[config.mk]
export PLATFORM = sky130hd
export DESIGN_NAME = mem_arbiter
export DESIGN_NICKNAME = d
export VERILOG_FILES = /design/src/rtl/mem_arbiter.sv
export SDC_FILE = /design/constraint.sdc
export NUM_CORES = 1
export LEC_CHECK = 0
export CORE_MARGIN = 2
export CORE_UTILIZATION = 39
export CTS_BUF_LIST = sky130_fd_sc_hd__clkbuf_4 sky130_fd_sc_hd__clkbuf_8 sky130_fd_sc_hd__clkbuf_16
export DETAILED_ROUTE_END_ITERATION = 16
export PLACE_DENSITY = 0.84
export SYNTH_ARGS = -nofsm -noshare
export SYNTH_HDL_FRONTEND = slang
export SYNTH_SLANG_ARGS = --single-unit
[constraint.sdc]
create_clock -name clk -period 2.6 [get_ports clk]
set_input_delay 0.52 -clock clk [delete_from_list [all_inputs] [get_ports clk]]
set_output_delay 0.52 -clock clk [all_outputs]
set_load 0.01 [all_outputs]
[src/rtl/mem_arbiter.sv]
// mem_arbiter: shares one single-port data BRAM between instruction fetch (IF)
// and the load/store unit (LS). One transaction in flight at a time; performs
// range/funct3 fault checks, load sign/zero extension and response holding.
//
// Optional feature macro: MEM_ARB_RR_EN
//   defined   -> round-robin arbitration on simultaneous requests
//   undefined -> fixed priority, LS wins
//
// Ports:
//   clk, reset_n                       clock, async active-low reset
//   if_req_valid/ready/addr            IF word-read request
//   if_rsp_valid/ready/data/err        IF response (held until consumed)
//   ls_req_valid/ready/write/funct3/addr/wdata   LS request
//   ls_rsp_valid/ready/data/err        LS response (held until consumed)
//   bram_write/funct3/din/addr         BRAM access strobes (valid in ACCESS)
//   bram_dout                          BRAM read data, one cycle after access
module mem_arbiter #(
    parameter int unsigned ADDR_W = 11,
    parameter int unsigned XLEN   = 32
) (
    input  logic              clk,
    input  logic              reset_n,
    input  logic              if_req_valid,
    output logic              if_req_ready,
    input  logic [XLEN-1:0]   if_req_addr,
    output logic              if_rsp_valid,
    input  logic              if_rsp_ready,
    output logic [XLEN-1:0]   if_rsp_data,
    output logic              if_rsp_err,
    input  logic              ls_req_valid,
    output logic              ls_req_ready,
    input  logic              ls_req_write,
    input  logic [2:0]        ls_req_funct3,
    input  logic [XLEN-1:0]   ls_req_addr,
    input  logic [XLEN-1:0]   ls_req_wdata,
    output logic              ls_rsp_valid,
    input  logic              ls_rsp_ready,
    output logic [XLEN-1:0]   ls_rsp_data,
    output logic              ls_rsp_err,
    output logic              bram_write,
    output logic [2:0]        bram_funct3,
    output logic [XLEN-1:0]   bram_din,
    output logic [ADDR_W-1:0] bram_addr,
    input  logic [XLEN-1:0]   bram_dout
);

    localparam logic [2:0] F3_B  = 3'b000;
    localparam logic [2:0] F3_H  = 3'b001;
    localparam logic [2:0] F3_W  = 3'b010;
    localparam logic [2:0] F3_BU = 3'b100;
    localparam logic [2:0] F3_HU = 3'b101;

    typedef enum logic [1:0] {S_IDLE, S_ACCESS, S_CAPTURE, S_RESP} state_t;

    state_t            r_state;
    logic              r_owner_ls;
    logic              r_if_rsp_valid;
    logic              r_ls_rsp_valid;
    logic [XLEN-1:0]   r_rsp_data;
    logic              r_rsp_err;
    logic              r_bram_write;
    logic [2:0]        r_bram_funct3;
    logic [XLEN-1:0]   r_bram_din;
    logic [ADDR_W-1:0] r_bram_addr;

    logic              w_grant_ls;
    logic              w_grant_if;
    logic              w_idle;
    logic              w_accept;
    logic              w_sel_write;
    logic [2:0]        w_sel_funct3;
    logic [XLEN-1:0]   w_sel_addr;
    logic [XLEN-1:0]   w_sel_wdata;
    logic              w_f3_ok;
    logic [1:0]        w_size_m1;
    logic              w_hi_bad;
    logic [ADDR_W:0]   w_last;
    logic              w_fault;
    logic [XLEN-1:0]   w_fmt;
    logic              w_rsp_fire;

    // Arbitration: round-robin favours whoever was not granted last time
`ifdef MEM_ARB_RR_EN
    logic r_last_ls;
    assign w_grant_ls = ls_req_valid && (!if_req_valid || !r_last_ls);

    always_ff @(posedge clk or negedge reset_n) begin
        if (!reset_n) begin
            r_last_ls <= 1'b0;
        end else if (w_accept) begin
            r_last_ls <= w_grant_ls;
        end
    end
`else
    assign w_grant_ls = ls_req_valid;
`endif
    assign w_grant_if = if_req_valid && !w_grant_ls;

    // Ready is forced low while reset is asserted so every output reads 0
    assign w_idle       = reset_n && (r_state == S_IDLE);
    assign ls_req_ready = w_idle && w_grant_ls;
    assign if_req_ready = w_idle && w_grant_if;
    assign w_accept     = ls_req_ready || if_req_ready;

    // IF requests are always word loads
    assign w_sel_write  = w_grant_ls && ls_req_write;
    assign w_sel_funct3 = w_grant_ls ? ls_req_funct3 : F3_W;
    assign w_sel_addr   = w_grant_ls ? ls_req_addr   : if_req_addr;
    assign w_sel_wdata  = w_grant_ls ? ls_req_wdata  : '0;

    // Legal funct3 and access size minus one
    always_comb begin
        w_f3_ok   = 1'b0;
        w_size_m1 = 2'd0;
        case (w_sel_funct3)
            F3_B:    begin w_f3_ok = 1'b1;         w_size_m1 = 2'd0; end
            F3_H:    begin w_f3_ok = 1'b1;         w_size_m1 = 2'd1; end
            F3_W:    begin w_f3_ok = 1'b1;         w_size_m1 = 2'd3; end
            F3_BU:   begin w_f3_ok = !w_sel_write; w_size_m1 = 2'd0; end
            F3_HU:   begin w_f3_ok = !w_sel_write; w_size_m1 = 2'd1; end
            default: begin w_f3_ok = 1'b0;         w_size_m1 = 2'd0; end
        endcase
    end

    // Carry out of the last byte address means the access would wrap
    assign w_hi_bad = |w_sel_addr[XLEN-1:ADDR_W];
    assign w_last   = {1'b0, w_sel_addr[ADDR_W-1:0]} + (ADDR_W+1)'(w_size_m1);
    assign w_fault  = !w_f3_ok || w_hi_bad || w_last[ADDR_W];

    // Load result formatting from the access size latched on the BRAM port
    always_comb begin
        w_fmt = bram_dout;
        case (r_bram_funct3)
            F3_B:    w_fmt = {{(XLEN-8){bram_dout[7]}},   bram_dout[7:0]};
            F3_H:    w_fmt = {{(XLEN-16){bram_dout[15]}}, bram_dout[15:0]};
            F3_BU:   w_fmt = {{(XLEN-8){1'b0}},           bram_dout[7:0]};
            F3_HU:   w_fmt = {{(XLEN-16){1'b0}},          bram_dout[15:0]};
            default: w_fmt = bram_dout;
        endcase
    end

    assign w_rsp_fire = (r_if_rsp_valid && if_rsp_ready) ||
                        (r_ls_rsp_valid && ls_rsp_ready);

    // Transaction sequencer; bram_write is a one-cycle pulse during ACCESS
    always_ff @(posedge clk or negedge reset_n) begin
        if (!reset_n) begin
            r_state        <= S_IDLE;
            r_owner_ls     <= 1'b0;
            r_if_rsp_valid <= 1'b0;
            r_ls_rsp_valid <= 1'b0;
            r_rsp_data     <= '0;
            r_rsp_err      <= 1'b0;
            r_bram_write   <= 1'b0;
            r_bram_funct3  <= '0;
            r_bram_din     <= '0;
            r_bram_addr    <= '0;
        end else begin
            r_bram_write <= 1'b0;
            case (r_state)
                S_IDLE: begin
                    if (w_accept) begin
                        r_owner_ls <= w_grant_ls;
                        if (w_fault) begin
                            r_rsp_data     <= '0;
                            r_rsp_err      <= 1'b1;
                            r_if_rsp_valid <= !w_grant_ls;
                            r_ls_rsp_valid <= w_grant_ls;
                            r_state        <= S_RESP;
                        end else begin
                            r_rsp_err     <= 1'b0;
                            r_bram_write  <= w_sel_write;
                            r_bram_funct3 <= w_sel_funct3;
                            r_bram_din    <= w_sel_wdata;
                            r_bram_addr   <= w_sel_addr[ADDR_W-1:0];
                            r_state       <= S_ACCESS;
                        end
                    end
                end
                S_ACCESS: begin
                    // The write strobe doubles as the latched store flag
                    if (r_bram_write) begin
                        r_rsp_data     <= '0;
                        r_if_rsp_valid <= !r_owner_ls;
                        r_ls_rsp_valid <= r_owner_ls;
                        r_state        <= S_RESP;
                    end else begin
                        r_state <= S_CAPTURE;
                    end
                end
                S_CAPTURE: begin
                    r_rsp_data     <= w_fmt;
                    r_if_rsp_valid <= !r_owner_ls;
                    r_ls_rsp_valid <= r_owner_ls;
                    r_state        <= S_RESP;
                end
                S_RESP: begin
                    if (w_rsp_fire) begin
                        r_if_rsp_valid <= 1'b0;
                        r_ls_rsp_valid <= 1'b0;
                        r_state        <= S_IDLE;
                    end
                end
                default: r_state <= S_IDLE;
            endcase
        end
    end

    assign if_rsp_valid = r_if_rsp_valid;
    assign ls_rsp_valid = r_ls_rsp_valid;
    assign if_rsp_data  = r_rsp_data;
    assign ls_rsp_data  = r_rsp_data;
    assign if_rsp_err   = r_rsp_err;
    assign ls_rsp_err   = r_rsp_err;
    assign bram_write   = r_bram_write;
    assign bram_funct3  = r_bram_funct3;
    assign bram_din     = r_bram_din;
    assign bram_addr    = r_bram_addr;

endmodule
* Word-level counts from Yosys, hierarchy flattened *
Cells that the tools add are included.

word-level totals
  word-level logic and storage cells = 82
  register bits after elaboration = 85
  output and inout port bits = 117

cells by class
  multiplexer cells = 28
  eq/ne operators = 14
  reductions and logical operators = 28
  add/sub/neg operators = 1
  bitwise gates (word level) = 1

operator list
  kind                  number
  $mux W32              5
  $pmux W32 S4          1
  $pmux W32 S3          1
  $reduce_or A21 Y1     1
  $add A11 B2 Y12       1
  $eq A3 B3 Y1 const B  4
  $mux W1               12
  $ne A2 B2 Y1 const B  4
  $pmux W1 S4           2
  $pmux W2 S4           1
  $reduce_and A4 Y1     2
  $logic_and A1 B1 Y1   7
  $eq A3 B1 Y1 const B  2
  $logic_not A3 Y1      2
  $mux W2               3
  $eq A2 B2 Y1 const B  2
  $logic_not A1 Y1      4
  $logic_or A1 B1 Y1    4
  $pmux W2 S2           1
  $reduce_and A2 Y1     2
  $reduce_or A2 Y1      2
  $eq A3 B2 Y1 const B  1
  $mux W3               1
  $reduce_and A3 Y1     1
  other kinds (6)       6

* Logic depth before layout (Yosys ltp) *
Gate-level depths: netlist of the first run.

  word-level depth = 10
  mapped depth = 14
  mapped depth without buffers = 9

* Worst setup path before layout of the first run *
No wires, ideal clock.

  path type = in2reg
  start = input ls_req_valid
  end = register r_rsp_data[10], in the netlist if_rsp_data[10]
  path buffers = 6
  arrival = 3.410 ns
  stages = 14
  setup slack = -0.935 ns
  data required time = 2.475 ns
  cells stage by stage = buf_2 > buf_2 > buf_1 > clkbuf_1 > nand2_1 > ha_1 > inv_1 > a311oi_2 > o221ai_2 > and4_4 > or4_1 > buf_2 > buf_6 > mux2_4

between the ends
  longest elaborated chain between the ends = 9
  elaborated cells between the ends (all ways) = 27
  those cells by class = add/sub (1); eq/ne (6); mux (4); reduce/logical (16)

RTL lines
  what                                                     RTL line  RTL
  start: declaration                                       30        input logic ls_req_valid,
  branches (longest 8 deep; another with $add A11 B2 Y12)  --
  $reduce_and A4 Y1 (no source line) *                     --
  end signal: assignment                                   192       r_rsp_data <= w_fmt;
  end: declaration                                         59        logic [XLEN-1:0] r_rsp_data;

Every way passes the cells marked *.
A chain may end at the register's enable or synchronous reset.

* Worst setup path after layout of the first run *
  start = input ls_req_funct3[0]
  end = register r_rsp_data[25], in the netlist if_rsp_data[25]

between the ends
  longest elaborated chain between the ends = 9
  elaborated cells between the ends (all ways) = 17
  those cells by class = add/sub (1); eq/ne (5); mux (3); reduce/logical (8)

RTL lines
  what                                                     RTL line  RTL
  start: declaration                                       33        input logic [2:0] ls_req_funct3,
  $mux W3 *                                                107       assign w_sel_funct3 = w_grant_ls ? ls_req_funct3 : F3_W;
  branches (longest 5 deep; another with $add A11 B2 Y12)  --
  $logic_or A1 B1 Y1 *                                     128       assign w_fault = !w_f3_ok || w_hi_bad || w_last[ADDR_W];
  $ne A2 B2 Y1 (no source line) *                          --
  $reduce_and A4 Y1 (no source line) *                     --

Marked as above.

==> results of run 1 <==
[layout by cell type, fill, tap and decap left out, drive strengths merged, types with 2 or more instances in the layout]
cell type / synthesis / layout
clkdlybuf4s50: 0 / 247
nand2: 95 / 95
dfrtp: 85 / 85
o21ai: 58 / 58
buf: 40 / 43
inv: 30 / 30
mux2: 29 / 29
a21oi: 19 / 19
mux2i: 18 / 18
clkbuf: 20 / 10
a21boi: 8 / 8
nor2: 7 / 7
nor4: 7 / 7
nand3: 6 / 6
ha: 6 / 6
nand4: 3 / 3
clkinvlp: 0 / 3
nand2b: 2 / 2
nor2b: 2 / 2
o22ai: 2 / 2
bufinv: 0 / 2
or4: 2 / 2
nor4b: 2 / 2
[per-layer routing]
metal	track usage, %	vias to the layer above
li1	-	1994
met1	25.9	1928
met2	39.8	178
met3	7.19	24
met4	9.25	0
met5	0	-
[worst reg2reg max path: cells and delay by family, from the launching register on]
kind,cells,cell delay [ns]
and+or+nand+nor,2,0.64
buffers and inverters,4,0.55
DFF,1,0.42
muxes,1,0.29
adders and majority gates,1,0.27
AOI/OAI and AO/OA,1,0.10
[timing repair]
item                                   CTS  global route
endpoints found under the hold margin    5             0
buffers inserted                         2             1
resized for setup                       27             5
setup endpoints to repair               66            38
hold buffers                             1             0
pin swaps                                7             7
cloned                                   3             0
[cell usage after synthesis (2+ instances only)]
master,count
nor4b_1,2
o21ai_0,57
nand3_1,6
dfrtp_1,85
ha_1,6
nor2b_1,2
o22ai_1,2
mux2i_1,18
or4_1,2
nor4_1,7
mux2_1,2
buf_6,3
mux2_2,5
nand4_1,3
nand2b_1,2
buf_2,3
nand2_1,95
a21oi_1,19
clkbuf_1,20
mux2_4,22
buf_4,33
nor2_1,7
a21boi_0,8
inv_1,30
[sequential cells by signal, summed over array words and instances (netlist names)]
signal,flops
bram_din,32
if_rsp_data,32
bram_addr,11
bram_funct3,3
r_state,2
bram_write,1
if_rsp_err,1
if_rsp_valid,1
ls_rsp_valid,1
r_owner_ls,1
[stage by stage]
step           total power, mW  setup TNS [ns]
2_1_floorplan             1.42          -10.83
3_3_place_gp              1.67          -34.98
3_5_place_dp              1.68          -39.37
4_1_cts                   3.07           -5.31
5_1_grt                   3.15           -2.40
6_report                  3.03           -2.36
[layout make-up]
| type | count | area, um^2 | share of cell area [%] |
|---|---|---|---|
| multi-input combinational | 284 | 1870 | 24.8 |
| timing repair buffer | 291 | 2950 | 39.0 |
| sequential | 85 | 2130 | 28.1 |
| inverter | 30 | 113 | 1.49 |
| clock inverter | 6 | 87.6 | 1.16 |
| tap | 140 | 175 | 2.32 |
| clock buffer | 10 | 233 | 3.08 |
[cells by family after synthesis]
family,count (synthesis),share of synthesized area [%]
flops,85,48.0
fa+ha+maj,6,1.69
buf+inv,90,11.0
mux,47,13.3
simple gates,134,13.6
compound gates,97,12.4
[worst max-delay path by stage]
stage	from	depth (start not counted)	slack, ns	endpoint
6_report	ls_req_funct3[0]	12	-0.16	if_rsp_data[25]
5_1_grt	ls_req_funct3[0]	12	-0.16	if_rsp_data[11]
4_1_cts	ls_req_funct3[2]	12	-0.25	if_rsp_data[11]
3_5_place_dp	ls_req_funct3[1]	11	-0.77	if_rsp_data[30]
3_3_place_gp	ls_req_funct3[1]	11	-0.70	if_rsp_data[29]
2_1_floorplan	ls_req_valid	12	-0.39	if_rsp_data[10]
[power by group through the flow]
stage                     sequential (mW)  clock (mW)  combinational, mW
after global routing                 1.32        1.46              0.361
after detailed placement             1.35           0              0.332
final                                1.32        1.37              0.336
after global placement               1.35           0              0.325
after CTS                            1.32        1.41              0.336
after floorplan                      1.35           0             0.0694
==> results.toml, run 1 <==
[power_and_ir_drop]
vdd_drop_max_v = 0.000477
combPwrFrac_pct = 11.1
p_leak_nw = 3.46
p_seq_share_pct = 43.6
switching_share_pct = 21.0
p_sw_uw = 637
p_int_mw = 2.39
clkPwrFrac_pct = 45.3
powerDensity_mw_per_mm2 = 401

[floorplanning]
row_count = 38
die_h_um = 111
io_pins = 255
core_area_mm2 = 0.0110
die_w_um = 111
initial_core_util_pct = 40.4
die_area_mm2 = 0.0122

[synth]
synth.ff_latch_count = 85
synth-main-ff-cell = "dfrtp_1"
synthTopCellsByArea = "dfrtp_1 48%, nand2_1 8.0%, mux2_4 7.5%"
syn_nets = 603
synth-seq-area-share_pct = 48.0
synth_top_area_share_pct = 48.0
synth-async-reset-ratio_pct = 100
yosys.area.top_type = "dfrtp_1"
synth_enable_flop_cells = 0
postSynthCellCount = 459
synth_cell_types = 44
yosysWarnings = 0
synth_area_mm2 = 0.00443
avgSynthCellArea_um2 = 9.66

[critical_path]
cp_data_arrival_time_ns = 2.98
cp_top_family = "simple AND/OR/NAND/NOR gates"
crit_chain = "buf_6, or3b_4, nand2_4, ha_4, inv_2, a311oi_2, o221ai_2, and4_4, or4_4, buf_12, buf_16, mux2_4"
rr_worst_depth = 9
max_stage_delay_ns = 0.49
crit-reg2reg-launch = "r_state[0]"
rrSetupSlack_ns = 0.21
cp.required_ns = 2.82
critical-path-slowest-cell = "or4_4"
worstPathMaxFanout = 6
critPathKind = "primary input to register"
start_kind = "primary input"
crit_path_end_kind = "register"
timing.rr.end = "if_rsp_data[25]"
path_buf_inv = 4

[route]
top_layer = "met4"
viasPerCell = 4.87
wl_per_cell_um = 16.6
ant_nets = 0
wl_met2_um = 7060
first_iter_violations = 181
drcViolationCount = 0
first_pass_iters = 4
met3_length_um = 997
drt_wl_total_um = 14000
vias = 4124
wl_met1_um = 5620

[clock_network]
cts_tree = "done"
clock_sinks = 85
cts_buffers = 9
ctsLongestPathBuffers = 2
clk_latency_ns = 0.34
clk_pin_slew_ns = 0.06
cts-root-buf = "clkbuf_16"
h-tree-depth = 3

[timing]
finalHoldViolations = 0
finalCritPeriodShare_pct = 106
max_freq_mhz = 363
slew_viol_final = 0
rsz0062_at_grt = "yes"
clock-skew-final_ns = 0.00436
setup_violations = 25
setup_ws_ns = -0.156
slew_headroom_pct = 57.6
worstMarginPinSlew_ns = 0.636
period_minus_slack_ns = 2.76
whs_ns = 0.473

[global_routing]
first_global_vias = 4305
overflow = 0
track_usage_pct = 22.8
antenna_found_initial = 0
grt_max_degree = 50
grt_pass1_wl_um = 22300

[placed_design]
place_area_mm2 = 0.00710
pre_cts_ws_ns = -0.772
portBuffers = 254
gp_congestion = 0.880
hpwlAfterDp_um = 10600
placedCellCount = 824

[layout]
area_growth_pct = 70.5
nets = 845
fin_area_mm2 = 0.00756
final_cells = 846
drive_gt1_share_pct = 14.4
n_antenna_cell = 0
fin_util_pct = 68.8
n_fill_cell = 826

[job]
max_cap_viol_count = 0

[outcome]
violations = "setup timing"
status = "finished with violations"

[hold_path]
hp-start = "bram_din[13]"
hold_depth = 2
hold_end = "bram_din[13]"
worstHoldPathType = "register to register"
No activity file was read; power rests on OpenSTA's default activity.
==> run 2: changes to the inputs <==
==> constraint.sdc (replaced) <==
create_clock -name clk -period 2.66 [get_ports clk]
set_input_delay 0.532 -clock clk [delete_from_list [all_inputs] [get_ports clk]]
set_output_delay 0.532 -clock clk [all_outputs]
set_load 0.01 [all_outputs]
==> run 2 against run 1 <==
  * Utilization down 0.68 points
  * Clock-buffer cell count unchanged
  * The run now ends clean
  * Clock skew about the same
  * Wire length up 2.9%
  * Hold slack worse by 0.25 ns
==> results.toml, run 2 (synthesis gave the netlist of run 1 again) <==
[critical_path]
crit_top_cell = "mux2_4"
critical-path-slowest-cell = "or4_4"
start_kind = "primary input"
cp_data_arrival_time_ns = 2.81
cp.required_ns = 2.88
crit_path_end_kind = "register"
critPathKind = "primary input to register"
crit_chain = "buf_2, mux2_4, ha_4, inv_2, a311oi_2, o221ai_2, and4_4, or4_4, buf_6, mux2_4"
worstPathMaxFanout = 7
path_buf_inv = 3
max_stage_delay_ns = 0.49
cp_top_family = "simple AND/OR/NAND/NOR gates"

[timing]
worstMarginPinSlew_ns = 0.711
finalHoldViolations = 0
setup_violations = 0
whs_ns = 0.227
fin_setup_tns_ns = 0
rsz0062_at_grt = "no"
slew_headroom_pct = 52.6
period_minus_slack_ns = 2.59
setup_ws_ns = 0.0676
slew_viol_final = 0
finalCritPeriodShare_pct = 97.5
max_freq_mhz = 386
clock-skew-final_ns = 0.00468

[outcome]
status = "finished, final reports clean"

[global_routing]
grt_pass1_wl_um = 23300
first_global_vias = 4444
antenna_found_initial = 0
track_usage_pct = 23.9
overflow = 0
grt_max_degree = 56

[floorplanning]
initial_core_util_pct = 40.4
io_pins = 255
die_w_um = 111
die_area_mm2 = 0.0122
row_count = 38
core_area_mm2 = 0.0110
die_h_um = 111

[route]
first_pass_iters = 4
viasPerCell = 4.99
drcViolationCount = 0
wl_per_cell_um = 17.1
vias = 4194
ant_nets = 0
first_iter_violations = 187
drt_wl_total_um = 14400

[layout]
drive_gt1_share_pct = 13.6
layout_common_cells = "247 x clkdlybuf4s50_1, 94 x nand2_1, 85 x dfrtp_1"
n_antenna_cell = 0
final_common_cell = "clkdlybuf4s50_1"
register_area_mm2 = 0.00213
area_growth_pct = 68.8
n_fill_cell = 846
multi_input_area_mm2 = 0.00186
fin_util_pct = 68.1
nets = 840

[hold_path]
worstHoldPathType = "primary input to asynchronous set/reset pin"

[placed_design]
gp_congestion = 0.873
portBuffers = 254
pre_cts_ws_ns = -0.722
hpwlAfterDp_um = 10800

[clock_network]
clk_latency_ns = 0.34
cts_tree = "done"
ctsLongestPathBuffers = 2
clk_pin_slew_ns = 0.06
cts-root-buf = "clkbuf_16"
h-tree-depth = 3
cts_buffers = 9
clock_sinks = 85

[job]
max_cap_viol_count = 0

[power_and_ir_drop]
vdd_drop_max_v = 0.000456
powerDensity_mw_per_mm2 = 411
p_leak_nw = 3.43
-- run 2: cell count changes in the layout (fill, tap and decap cells not counted), sizes merged --
cell | previous run | this run
dlygate4sd3 | 1 | 0
bufinv | 2 | 3
buf | 43 | 38
clkinvlp | 3 | 2
clkdlybuf4s15 | 0 | 1
-- run 2: what timing repair did --
action | in CTS | in global routing
resized for setup | 27 | 2
endpoints found under the hold margin | 0 | 0
setup endpoints to repair | 38 | 32
hold buffers | 0 | 0
cloned | 3 | 0
setup buffers | 3 | 1
pin swaps | 7 | 2
-- run 2: report_power, final --
part           total, mW  switching [mW]  leakage (nW)  internal [mW]
clock               1.46           0.520         0.165          0.941
sequential          1.29               0          1.13           1.29
combinational      0.324           0.111          2.13          0.213
-- run 2: final timing paths --
kind / startpoint / end / slack, ns / cells after the start
setup reg to reg: r_state[0] / if_rsp_data[24] / 0.34 / 8
hold reg to reg: bram_din[13] / bram_din[13] / 0.47 / 2
max in group asynchronous: reset_n / bram_din[16] / 1.82 / 2
hold / removal: reset_n / if_rsp_err / 0.23 / 2
setup / recovery: ls_req_valid / if_rsp_data[24] / 0.07 / 10
min in group clk: bram_din[13] / bram_din[13] / 0.47 / 2
-- run 2: area by class of cell --
cell class	count	area share, %
repair buffers	286	38.2
well taps	140	2.34
multi-input cells	284	24.9
clock inverters	6	1.47
clock buffers	10	3.19
inverters	30	1.51
flip-flops and latches	85	28.4
-- run 2: metal layers --
| metal | track usage (%) | share of wire [%] |
|---|---|---|
| met5 | 0 | 0 |
| met4 | 8.17 | 2.4 |
| met3 | 7.57 | 7.0 |
| met2 | 42.6 | 52 |
| met1 | 26.8 | 39 |
-- run 2: through the flow --
step	std cells	total power, mW	instance area [um^2]
finish	841	3.08	7480
global placement	822	1.63	7090
floorplan	459	1.38	4510
CTS	844	3.11	7550
detailed placement	822	1.64	7090
global route	841	3.21	7480
==> run 3: changes to the inputs <==
--- a/config.mk
+++ b/config.mk
@@ -5,6 +5,7 @@
 export SDC_FILE = /design/constraint.sdc
 export NUM_CORES = 1
 export LEC_CHECK = 0
+export CAP_MARGIN = 20
 export CORE_MARGIN = 2
 export CORE_UTILIZATION = 39
 export CTS_BUF_LIST = sky130_fd_sc_hd__clkbuf_4 sky130_fd_sc_hd__clkbuf_8 sky130_fd_sc_hd__clkbuf_16
==> results of run 3 <==
Final layout, timing and power as in run 2 (identical DEF).
